`config.mk`:
```
export PLATFORM = sky130hd
export DESIGN_NAME = ps2_kbd_rx
export DESIGN_NICKNAME = d
export VERILOG_FILES = /design/src/rtl/ps2_pkg.sv /design/src/rtl/ps2_event_fifo.sv /design/src/rtl/ps2_kbd_rx.sv
export SDC_FILE = /design/constraint.sdc
export NUM_CORES = 1
export LEC_CHECK = 0
export CORE_MARGIN = 4
export CORE_UTILIZATION = 55
export DETAILED_ROUTE_END_ITERATION = 10
export GPL_TIMING_DRIVEN = 1
export PLACE_DENSITY_LB_ADDON = 0.08
export SYNTH_ARGS = -nofsm -noshare
export SYNTH_HDL_FRONTEND = slang
export SYNTH_HIERARCHICAL = 1
export SYNTH_SLANG_ARGS = --single-unit
```
`constraint.sdc`:
```
create_clock -name clk_sys -period 3 [get_ports clk_sys]
set_input_delay 0.3 -clock clk_sys [delete_from_list [all_inputs] [get_ports clk_sys]]
set_output_delay 0.3 -clock clk_sys [all_outputs]
set_load 0.01 [all_outputs]
```
`src/rtl/ps2_pkg.sv`:
```
// PS/2 keyboard receiver shared types.
// Event bundle, FSM states and prefix codes.
package ps2_pkg;

  localparam logic [7:0] PS2_EXT = 8'hE0;
  localparam logic [7:0] PS2_REL = 8'hF0;

  typedef enum logic [1:0] {
    ST_IDLE,
    ST_DATA,
    ST_PARITY,
    ST_STOP
  } ps2_state_e;

  typedef struct packed {
    logic       ext;
    logic       rel;
    logic [7:0] code;
  } ps2_event_t;

  // Odd parity over data plus parity bit.
  function automatic logic frame_ok(
    input logic [7:0] data,
    input logic       par,
    input logic       stop
  );
    return stop & (^{data, par});
  endfunction

endpackage

```
`src/rtl/ps2_event_fifo.sv`:
```
// Event FIFO for the PS/2 receiver.
// Register-array storage, simultaneous push/pop.
module ps2_event_fifo
  import ps2_pkg::*;
#(
  parameter int DEPTH = 8
) (
  input  logic       clk,
  input  logic       rst_n,
  input  logic       push,
  input  ps2_event_t push_ev,
  input  logic       pop,
  output ps2_event_t head,
  output logic       empty,
  output logic       full,
  output logic       drop
);

  localparam int AW = (DEPTH > 1) ? $clog2(DEPTH) : 1;

  ps2_event_t        mem [DEPTH];
  logic [AW-1:0]     wr_ptr;
  logic [AW-1:0]     rd_ptr;
  logic [AW:0]       count;
  logic              wr;
  logic              rd;

  assign empty = (count == '0);
  assign full  = (count == (AW+1)'(DEPTH));
  assign rd    = pop & ~empty;
  assign wr    = push & (~full | rd);
  assign drop  = push & full & ~rd;
  assign head  = mem[rd_ptr];

  // Storage, pointers and occupancy.
  always_ff @(posedge clk or negedge rst_n) begin
    if (!rst_n) begin
      for (int i = 0; i < DEPTH; i++) mem[i] <= '0;
      wr_ptr <= '0;
      rd_ptr <= '0;
      count  <= '0;
    end else begin
      if (wr) begin
        mem[wr_ptr] <= push_ev;
        wr_ptr      <= wr_ptr + 1'b1;
      end
      if (rd) rd_ptr <= rd_ptr + 1'b1;
      unique case ({wr, rd})
        2'b10:   count <= count + 1'b1;
        2'b01:   count <= count - 1'b1;
        default: count <= count;
      endcase
    end
  end

endmodule

```
`src/rtl/ps2_kbd_rx.sv`:
```
// PS/2 keyboard receiver: sync, filter, frame FSM,
// E0/F0 prefix folding and event FIFO.
module ps2_kbd_rx
  import ps2_pkg::*;
#(
  parameter int FILTER      = 8,
  parameter int TIMEOUT_CYC = 100000,
  parameter int FIFO_DEPTH  = 8
) (
  input  logic       clk_sys,
  input  logic       RESET_N,
  input  logic       ps2_clk,
  input  logic       ps2_data,
  output logic       code_valid,
  input  logic       code_ready,
  output logic [7:0] code_data,
  output logic       code_ext,
  output logic       code_rel,
  output logic       err_frame,
  output logic       err_timeout,
  output logic       overflow
);

  localparam int FW = $clog2(FILTER + 1);
  localparam int TW = $clog2(TIMEOUT_CYC + 1);

  logic [1:0]    clk_sync;
  logic [1:0]    dat_sync;
  logic          filt;
  logic [FW-1:0] filt_cnt;
  logic          fall;
  logic          dat;

  ps2_state_e    state;
  logic [2:0]    bit_cnt;
  logic [7:0]    shreg;
  logic          par;
  logic [TW-1:0] to_cnt;
  logic          ext_q;
  logic          rel_q;

  logic          good;
  logic          push;
  ps2_event_t    push_ev;
  ps2_event_t    head;
  logic          empty;
  logic          full;

  assign dat  = dat_sync[1];
  assign fall = filt & ~clk_sync[1] &
                (filt_cnt == FW'(FILTER - 1));

  // Two-flop synchronisers on both PS/2 lines.
  always_ff @(posedge clk_sys or negedge RESET_N) begin
    if (!RESET_N) begin
      clk_sync <= 2'b11;
      dat_sync <= 2'b11;
    end else begin
      clk_sync <= {clk_sync[0], ps2_clk};
      dat_sync <= {dat_sync[0], ps2_data};
    end
  end

  // Clock deglitch: level changes after FILTER equal samples.
  always_ff @(posedge clk_sys or negedge RESET_N) begin
    if (!RESET_N) begin
      filt     <= 1'b1;
      filt_cnt <= '0;
    end else if (clk_sync[1] == filt) begin
      filt_cnt <= '0;
    end else if (filt_cnt == FW'(FILTER - 1)) begin
      filt     <= clk_sync[1];
      filt_cnt <= '0;
    end else begin
      filt_cnt <= filt_cnt + 1'b1;
    end
  end

  assign good    = (state == ST_STOP) & fall &
                   frame_ok(shreg, par, dat);
  assign push    = good & (shreg != PS2_EXT) &
                   (shreg != PS2_REL);
  assign push_ev = '{ext: ext_q, rel: rel_q, code: shreg};

  // Frame FSM with timeout and prefix flags.
  always_ff @(posedge clk_sys or negedge RESET_N) begin
    if (!RESET_N) begin
      state       <= ST_IDLE;
      bit_cnt     <= '0;
      shreg       <= '0;
      par         <= 1'b0;
      to_cnt      <= '0;
      ext_q       <= 1'b0;
      rel_q       <= 1'b0;
      err_frame   <= 1'b0;
      err_timeout <= 1'b0;
    end else begin
      err_frame   <= 1'b0;
      err_timeout <= 1'b0;
      if (state == ST_IDLE || fall) to_cnt <= '0;
      else if (to_cnt != TW'(TIMEOUT_CYC))
        to_cnt <= to_cnt + 1'b1;
      if (state != ST_IDLE && !fall &&
          to_cnt == TW'(TIMEOUT_CYC)) begin
        state       <= ST_IDLE;
        err_timeout <= 1'b1;
        ext_q       <= 1'b0;
        rel_q       <= 1'b0;
      end else if (fall) begin
        case (state)
          ST_IDLE: if (!dat) begin
            state   <= ST_DATA;
            bit_cnt <= '0;
          end
          ST_DATA: begin
            shreg   <= {dat, shreg[7:1]};
            bit_cnt <= bit_cnt + 1'b1;
            if (bit_cnt == 3'd7) state <= ST_PARITY;
          end
          ST_PARITY: begin
            par   <= dat;
            state <= ST_STOP;
          end
          ST_STOP: begin
            state <= ST_IDLE;
            if (!good) begin
              err_frame <= 1'b1;
              ext_q     <= 1'b0;
              rel_q     <= 1'b0;
            end else if (shreg == PS2_EXT) begin
              ext_q <= 1'b1;
            end else if (shreg == PS2_REL) begin
              rel_q <= 1'b1;
            end else begin
              ext_q <= 1'b0;
              rel_q <= 1'b0;
            end
          end
          default: state <= ST_IDLE;
        endcase
      end
    end
  end

  ps2_event_fifo #(
    .DEPTH (FIFO_DEPTH)
  ) u_fifo (
    .clk     (clk_sys),
    .rst_n   (RESET_N),
    .push    (push),
    .push_ev (push_ev),
    .pop     (code_ready),
    .head    (head),
    .empty   (empty),
    .full    (full),
    .drop    (overflow)
  );

  assign code_valid = ~empty;
  assign code_data  = head.code;
  assign code_ext   = head.ext;
  assign code_rel   = head.rel;

endmodule
```
==> metrics.md, run 1 <==
| Metric | Value |
|---|---|
| Row count | 39 |
| Via count | 3838 |
| Largest net degree at the start of global routing | 56 |
| Mean cell area of the mapped netlist | 13.7 µm² |
| Final setup fails | 0 |
| Number of clock sinks | 134 |
| Routed len/inst | 18.3 µm |
| Total I/O pin count | 19 |
| Syn Inst Count | 467 |
| Die boundary width | 116 µm |
| Effective utilization at floorplan | 0.562 |
| Reg-to-reg critical path startpoint | shreg[5] |
| CP peak stage delay | 0.46 ns |
| Ant diodes | 0 |
| Total of max-cap violations | 0 |
| LEAKAGE | 3.62 nW |
| Placed instance area | 6860 µm² |
| Insertion delay to the later sink of the worst-skew pair | 0.41 ns |
| Pins over their slew limit | 0 |
| Mapped Nets | 487 |
| Maximum ir drop on the vdd rail | 0.422 mV |
| Highest metal layer with signal wires | met4 |
| Area Overhead vs Synth | 18.2% |
| Root cell of the clock tree | clkbuf_16 |
| RSZ-0062 raised after global routing | yes |
| Layout cell share with drive strength beyond 1 | 0.376 |
| Highest net fanout along the worst path | 6 |
| WHS | 0.292 ns |
| Post-route insts no fill | 670 |
| Area of all placed cells without fillers | 7550 µm² |
| Result of the run | finished, final reports clean |
| CP Data Required Time | 3.29 ns |
| DP HPWL | 8.07 mm |
| Capturing point of the worst reg2reg path | u_fifo/count[2] |
| Final worst path period share | 0.965 |
| Hold path startpoint | ps2_clk |
| Final worst clock skew | 0.00708 ns |
| Number of hold-slack violations in the final timing report | 0 |
| Global-route wire length before repair | 20.8 mm |
| Initial antenna violation count | 0 |
| Worst Reg2Reg Path Length in Cells | 14 |
| Post-CTS clock slew at the launch and capture registers of the worst setup and hold paths | 0.05 ns |
| Met2 routed wirelength | 6.42 mm |
| Total Wirelength | 12.3 mm |
| Standard cell with the maximum stage delay on the critical path | xnor3_1 |
| Starting DRT DRC Count | 185 |
| H-tree lvl count | 4 |
| Worst setup slack for register-to-register paths | 0.11 ns |
| Synthesis Warnings | 6 |
| CTS Buffer Depth | 2 |
| Number of iterations in the first detailed-routing pass | 4 |
| Endpoint type of the worst setup path | flip-flop |
| Category of cells accounting for the largest share of critical-path delay | XOR/XNOR gates |
| Number of placed cells counting well taps | 636 |
| Relative max-transition margin | 0.568 |
| Number of filler cells placed in the layout | 857 |
| Full die area | 13400 µm² |
| Antenna Violating Nets Remaining | 0 |
| Destination of the worst hold path | clk_sync[0] |
| Combined buffer and inverter count along the critical path | 1 |
| Category of the worst setup path launch point | flip-flop |
| Max Freq | 0.346 GHz |
| Areal power density over the cells | 643 nW/µm² |
| Worst hold path type | input pin to flip-flop |
| Remaining global-route overflow | 0 |
| Number of I/O port buffers | 18 |
| Minimum clock period | 2.89 ns |
| Met3 wire length | 337 µm |
| Cell area after synthesis | 6390 µm² |
| Sum of routed wire segments on met1 | 5.34 mm |
| Slew of the pin with the lowest slew margin | 0.649 ns |
| Utilization of the core after routing | 0.664 |
| Clock tree from TritonCTS | yes |
| Critical setup path kind | flip-flop to flip-flop |
| Post-DR vias/cell | 5.73 |
| CP arrival | 3.18 ns |
| DRC violations left | 0 |
| CORE AREA | 11400 µm² |
| Final-stage net count | 534 |
| Number of global-route vias before repair | 4124 |
| Height of the die | 116 µm |
| Total CTS buffers | 17 |
| CP cell instances | xnor2_2, xnor3_1, xnor2_2, nand2_1, nor3_2, o21a_1, inv_4, ha_4, xor2_1, ha_2, a21oi_2, xor2_1, nor2_1, xor2_1 |
| CP most frequent cell | xor2_1 |
| Final RePlAce weighted congestion | 0.787 |
| Number of cells on the worst hold path | 1 |
| All-layer global routing usage | 0.206 |
-- repair_timing --
action | 4_1_cts | 5_1_grt
hold buffers | 1 | 0
hold endpoints to repair | 53 | 0
cloned | 0 | 0
resized for setup | 3 | 11
endpoints found under the setup margin | 3 | 12
pin swaps | 0 | 9
setup buffers | 1 | 0
-- worst max path at each step --
stage	depth (start not counted)	from	slack [ns]	to
2_1_floorplan	15	shreg[1]	0.004	u_fifo/count[2]
3_3_place_gp	14	shreg[1]	0.10	u_fifo/count[2]
3_5_place_dp	14	shreg[1]	0.007	u_fifo/count[2]
4_1_cts	13	shreg[1]	0.03	u_fifo/count[3]
5_1_grt	14	shreg[5]	-0.1	u_fifo/count[2]
6_report	14	shreg[5]	0.11	u_fifo/count[2]
-- stage by stage --
stage          setup WS, ns  total power, mW  setup TNS [ns]
6_report              0.106             4.86               0
5_1_grt             -0.0995             5.10          -0.191
4_1_cts              0.0324             4.88               0
3_5_place_dp        0.00676             2.82               0
2_1_floorplan       0.00406             2.57               0
3_3_place_gp          0.104             2.79               0
-- per-layer routing --
| metal | up-vias | GRT usage |
|---|---|---|
| met4 | 0 | 0.0742 |
| met5 | - | 0 |
| met2 | 55 | 0.356 |
| met1 | 1972 | 0.255 |
| li1 | 1797 | - |
| met3 | 14 | 0.0480 |
-- sequential cells by signal (all words and copies together), names as in the netlist, 2 cells and up --
signal	flops
clk_sync	2
bit_cnt	3
u_fifo/count	4
u_fifo/mem	80
to_cnt	17
filt_cnt	4
dat_sync	2
state	2
shreg	8
u_fifo/rd_ptr	3
u_fifo/wr_ptr	3
-- area by class of cell --
| type | instances | area [µm²] | share of cell area |
|---|---|---|---|
| multi-input cells | 301 | 2940 | 0.389 |
| well taps | 143 | 179 | 0.0237 |
| flip-flops and latches | 134 | 3360 | 0.445 |
| repair buffers | 47 | 429 | 0.0568 |
| clock buffers | 24 | 502 | 0.0664 |
| clock inverters | 8 | 95.1 | 0.0126 |
| inverters | 13 | 51.3 | 0.00679 |
-- placed cells by master, fill, tap and decap left out, types with 3 or more instances in the layout --
cell             instances
a21oi_1                 11
buf_4                   25
clkbuf_16               17
clkbuf_8                 5
clkdlybuf4s50_1         16
clkinv_2                 4
dfrtp_1                129
dfstp_2                  5
ha_1                    12
inv_1                   11
mux2_2                  87
mux2_4                  10
mux4_2                  20
nand2_1                 25
nand3_1                 10
nand3b_1                 4
nand4_1                  4
nand4b_1                 5
nor2_1                  20
nor2b_1                  3
nor4bb_1                 3
o21ai_0                 15
or3_1                    4
xnor2_1                 11
xor2_1                  15
-- report_power, final --
group | switching (mW) | internal (mW) | leakage, nW
Combinational | 0.373 | 0.362 | 1.50
Clock | 0.728 | 1.33 | 0.292
Sequential | 0.155 | 1.91 | 1.83
(Power assumes the default switching activity.)
==> run 2, diff against run 1 <==
--- a/config.mk
+++ b/config.mk
@@ -9,6 +9,7 @@
 export CORE_UTILIZATION = 55
 export DETAILED_ROUTE_END_ITERATION = 10
 export GPL_TIMING_DRIVEN = 1
+export MAX_ROUTING_LAYER = met4
 export PLACE_DENSITY_LB_ADDON = 0.08
 export SYNTH_ARGS = -nofsm -noshare
 export SYNTH_HDL_FRONTEND = slang
==> run 2 against run 1 <==
Effect of this change: clock power is essentially flat; count of clock-buffer cells in the layout unchanged; critical endpoint unchanged; non-clock buffer count is the same; register-to-register slack barely moved; largest power group unchanged; critical path type unchanged; cell area did not move.
==> metrics.md, run 2 (same netlist as run 1, synthesis figures left out) <==
| Metric | Value |
|---|---|
| Worst setup timing slack at the placement stage | 0.00676 ns (unchanged) |
| Standard cell with the maximum stage delay on the critical path | xnor3_1 |
| Full die area | 13400 µm² (unchanged) |
| Min setup slack post-route | 0.105 ns (-0.00135 ns) |
| Top library cells by usage in the layout, fill and taps aside | dfrtp_1 (129), mux2_2 (87), nand2_1 (25), buf_4 (25) |
| Final setup TNS | 0 ns (unchanged) |
| Number of filler cells placed in the layout | 857 (unchanged) |
| Initial antenna violation count | 0 (unchanged) |
| Endpoint type of the worst setup path | flip-flop |
| Number of iterations in the first detailed-routing pass | 4 (unchanged) |
| Row count | 39 (unchanged) |
| Switching power as a share of total power | 0.259 (+0.000786) |
| RSZ-0062 raised after global routing | yes |
| CP most frequent cell | xor2_1 |
| Number of I/O port buffers | 18 (unchanged) |
| CORE AREA | 11400 µm² (unchanged) |
| Total I/O pin count | 19 (unchanged) |
| Slew of the pin with the lowest slew margin | 0.642 ns (-0.00682 ns) |
| Utilization of the core after routing | 0.664 (unchanged) |
| Minimum clock period | 2.89 ns (+0.00135 ns) |
| Comb pwr share | 0.151 (about the same) |
| CP peak stage delay | 0.46 ns (about the same) |
| Post-CTS clock slew at the launch and capture registers of the worst setup and hold paths | 0.05 ns (about the same) |
| Biggest registers after layout | u_fifo/mem x80, to_cnt x17, shreg x8 |
| Most common cell after layout, fill and taps aside | dfrtp_1 |
| Layout cell share with drive strength beyond 1 | 0.376 (unchanged) |
| H-tree lvl count | 4 (unchanged) |
| Insertion delay to the later sink of the worst-skew pair | 0.42 ns (about the same) |
| Switching power | 1.26 mW (+0.39%) |
| DP HPWL | 8.07 mm (unchanged) |
| DRC violations left | 0 (unchanged) |
| Footprint of the multi-input gates | 2940 µm² (unchanged) |
| Area Overhead vs Synth | 18.2% (unchanged) |
| Total Wirelength | 12.3 mm (+0.68%) |
| Critical setup path kind | flip-flop to flip-flop |
| Number of clock sinks | 134 (unchanged) |
| CP Data Required Time | 3.29 ns (about the same) |
| Final RePlAce weighted congestion | 0.798 (+1.4%) |
| Highest net fanout along the worst path | 6 (unchanged) |
| Post-DR vias/cell | 5.70 (-0.55%) |
| CP cell instances | xnor2_2, xnor3_1, xnor2_2, nand2_1, nor3_2, o21a_1, inv_4, ha_4, xor2_1, ha_2, a21oi_2, xor2_1, nor2_1, xor2_1 |
| Maximum ir drop on the vdd rail | 0.424 mV (+0.32%) |
| Max FFs per register | 80 (unchanged) |
| Number of global-route vias before repair | 4128 (+0.097%) |
| Worst setup path end | u_fifo/count[2] |
| Post-route insts no fill | 670 (unchanged) |
| CP Launch Point | shreg[5] |
| Final worst clock skew | 0.0128 ns (+0.00576 ns) |
| Category of cells accounting for the largest share of critical-path delay | XOR/XNOR gates |
| Antenna Violating Nets Remaining | 0 (unchanged) |
| Die boundary width | 116 µm (unchanged) |
| Final worst path period share | 0.965 (about the same) |
| Starting DRT DRC Count | 177 (-4.3%) |
| Combined buffer and inverter count along the critical path | 1 (unchanged) |
| Number of cells on the worst hold path | 1 (unchanged) |
| Capturing point of the worst reg2reg path | u_fifo/count[2] |
| Result of the run | finished, final reports clean |
| Global-route wire length before repair | 20.8 mm (about the same) |
| Pins over their slew limit | 0 (unchanged) |
| Cell internal pwr | 3.60 mW (about the same) |
| Remaining global-route overflow | 0 (unchanged) |
| Worst hold path type | input pin to flip-flop |
| CTS Buffer Depth | 2 (unchanged) |
| Via count | 3817 (-0.55%) |
| FF/Latch Area | 3360 µm² (unchanged) |
| Worst Reg2Reg Path Length in Cells | 14 (unchanged) |
| Category of the worst setup path launch point | flip-flop |
| Final-stage net count | 534 (unchanged) |
| Clock tree from TritonCTS | yes |
| Number of hold-slack violations in the final timing report | 0 (unchanged) |
| Routed len/inst | 18.4 µm (+0.68%) |
| Largest net degree at the start of global routing | 56 (unchanged) |
| Areal power density over the cells | 644 nW/µm² (about the same) |
| Worst setup slack for register-to-register paths | 0.11 ns (about the same) |
| All-layer global routing usage | 0.213 (+0.00677) |
| Effective utilization at floorplan | 0.562 (unchanged) |
| Max Freq | 0.345 GHz (about the same) |
| Ant diodes | 0 (unchanged) |
| Register name with the most flops | u_fifo/mem |
| Height of the die | 116 µm (unchanged) |
| LEAKAGE | 3.62 nW (unchanged) |
| Share of power burned in the clock network | 0.424 (about the same) |
| Root cell of the clock tree | clkbuf_16 |
| Logic depth of the worst setup path including buffers | 14 (unchanged) |
| CP arrival | 3.19 ns (about the same) |
| Reg-to-reg critical path startpoint | shreg[5] |
| Number of placed cells counting well taps | 636 (unchanged) |
| Final setup fails | 0 (unchanged) |
| Total of max-cap violations | 0 (unchanged) |
| Total CTS buffers | 17 (unchanged) |
| Portion of total power attributed to sequential cells | 0.425 (about the same) |
| Relative max-transition margin | 0.572 (+0.00455) |
[run 2: cell counts in the layout (fill, tap and decap cells not counted)]
No cell type changed its count.
[run 2: how the worst min path moves through the flow]
stage / slack [ns] / end / start
after detailed placement: 0.29 / u_fifo/mem[74] / RESET_N
after CTS: 0.28 / clk_sync[0] / ps2_clk
after floorplan: 0.004 / bit_cnt[0] / RESET_N
after global routing: 0.29 / dat_sync[0] / ps2_data
final: 0.28 / clk_sync[0] / ps2_clk
after global placement: 0.29 / u_fifo/mem[74] / RESET_N
[run 2: worst reg2reg max path: cells and delay by family, from the launching register on]
family          cells  cell delay [ns]
compound gates      2             0.34
buf+inv             1             0.07
fa+ha+maj           2             0.36
xor+xnor            6             1.28
simple gates        3             0.33
flops               1             0.40
[run 2: timing repair]
action,in CTS,in global routing
pin swaps,0,9
setup endpoints to repair,3,12
cloned,0,0
setup buffers,1,0
endpoints found under the hold margin,53,0
hold buffers,1,0
resized for setup,3,11
[run 2: final cells by class]
class                   count  area share
clock inverters             8      0.0126
inverters                  13     0.00679
repair buffers             47      0.0568
well taps                 143      0.0237
flip-flops and latches    134       0.445
multi-input cells         301       0.389
clock buffers              24      0.0664
[run 2: metrics by stage]
stage          hold slack [ns]  area, µm²  total power [mW]
5_1_grt                  0.288       7550              5.11
2_1_floorplan          0.00441       6390              2.57
6_report                 0.284       7550              4.86
3_3_place_gp             0.286       6860              2.79
4_1_cts                  0.279       7490              4.88
3_5_place_dp             0.291       6860              2.82
[run 2: routing by layer]
| metal | GRT usage | part of all wire | vias up |
|---|---|---|---|
| li1 | - | - | 1796 |
| met1 | 0.256 | 0.44 | 1974 |
| met2 | 0.356 | 0.53 | 35 |
| met3 | 0.0475 | 0.023 | 12 |
| met4 | 0.0766 | 0.010 | 0 |
| met5 | - | 0 | - |
[run 2: power groups by stage]
stage          clock network (mW)  registers [mW]  logic (mW)
6_report                     2.06            2.07       0.736
5_1_grt                      2.19            2.09       0.832
4_1_cts                      2.09            2.06       0.728
3_5_place_dp                    0            2.09       0.727
3_3_place_gp                    0            2.09       0.700
2_1_floorplan                   0            2.03       0.540
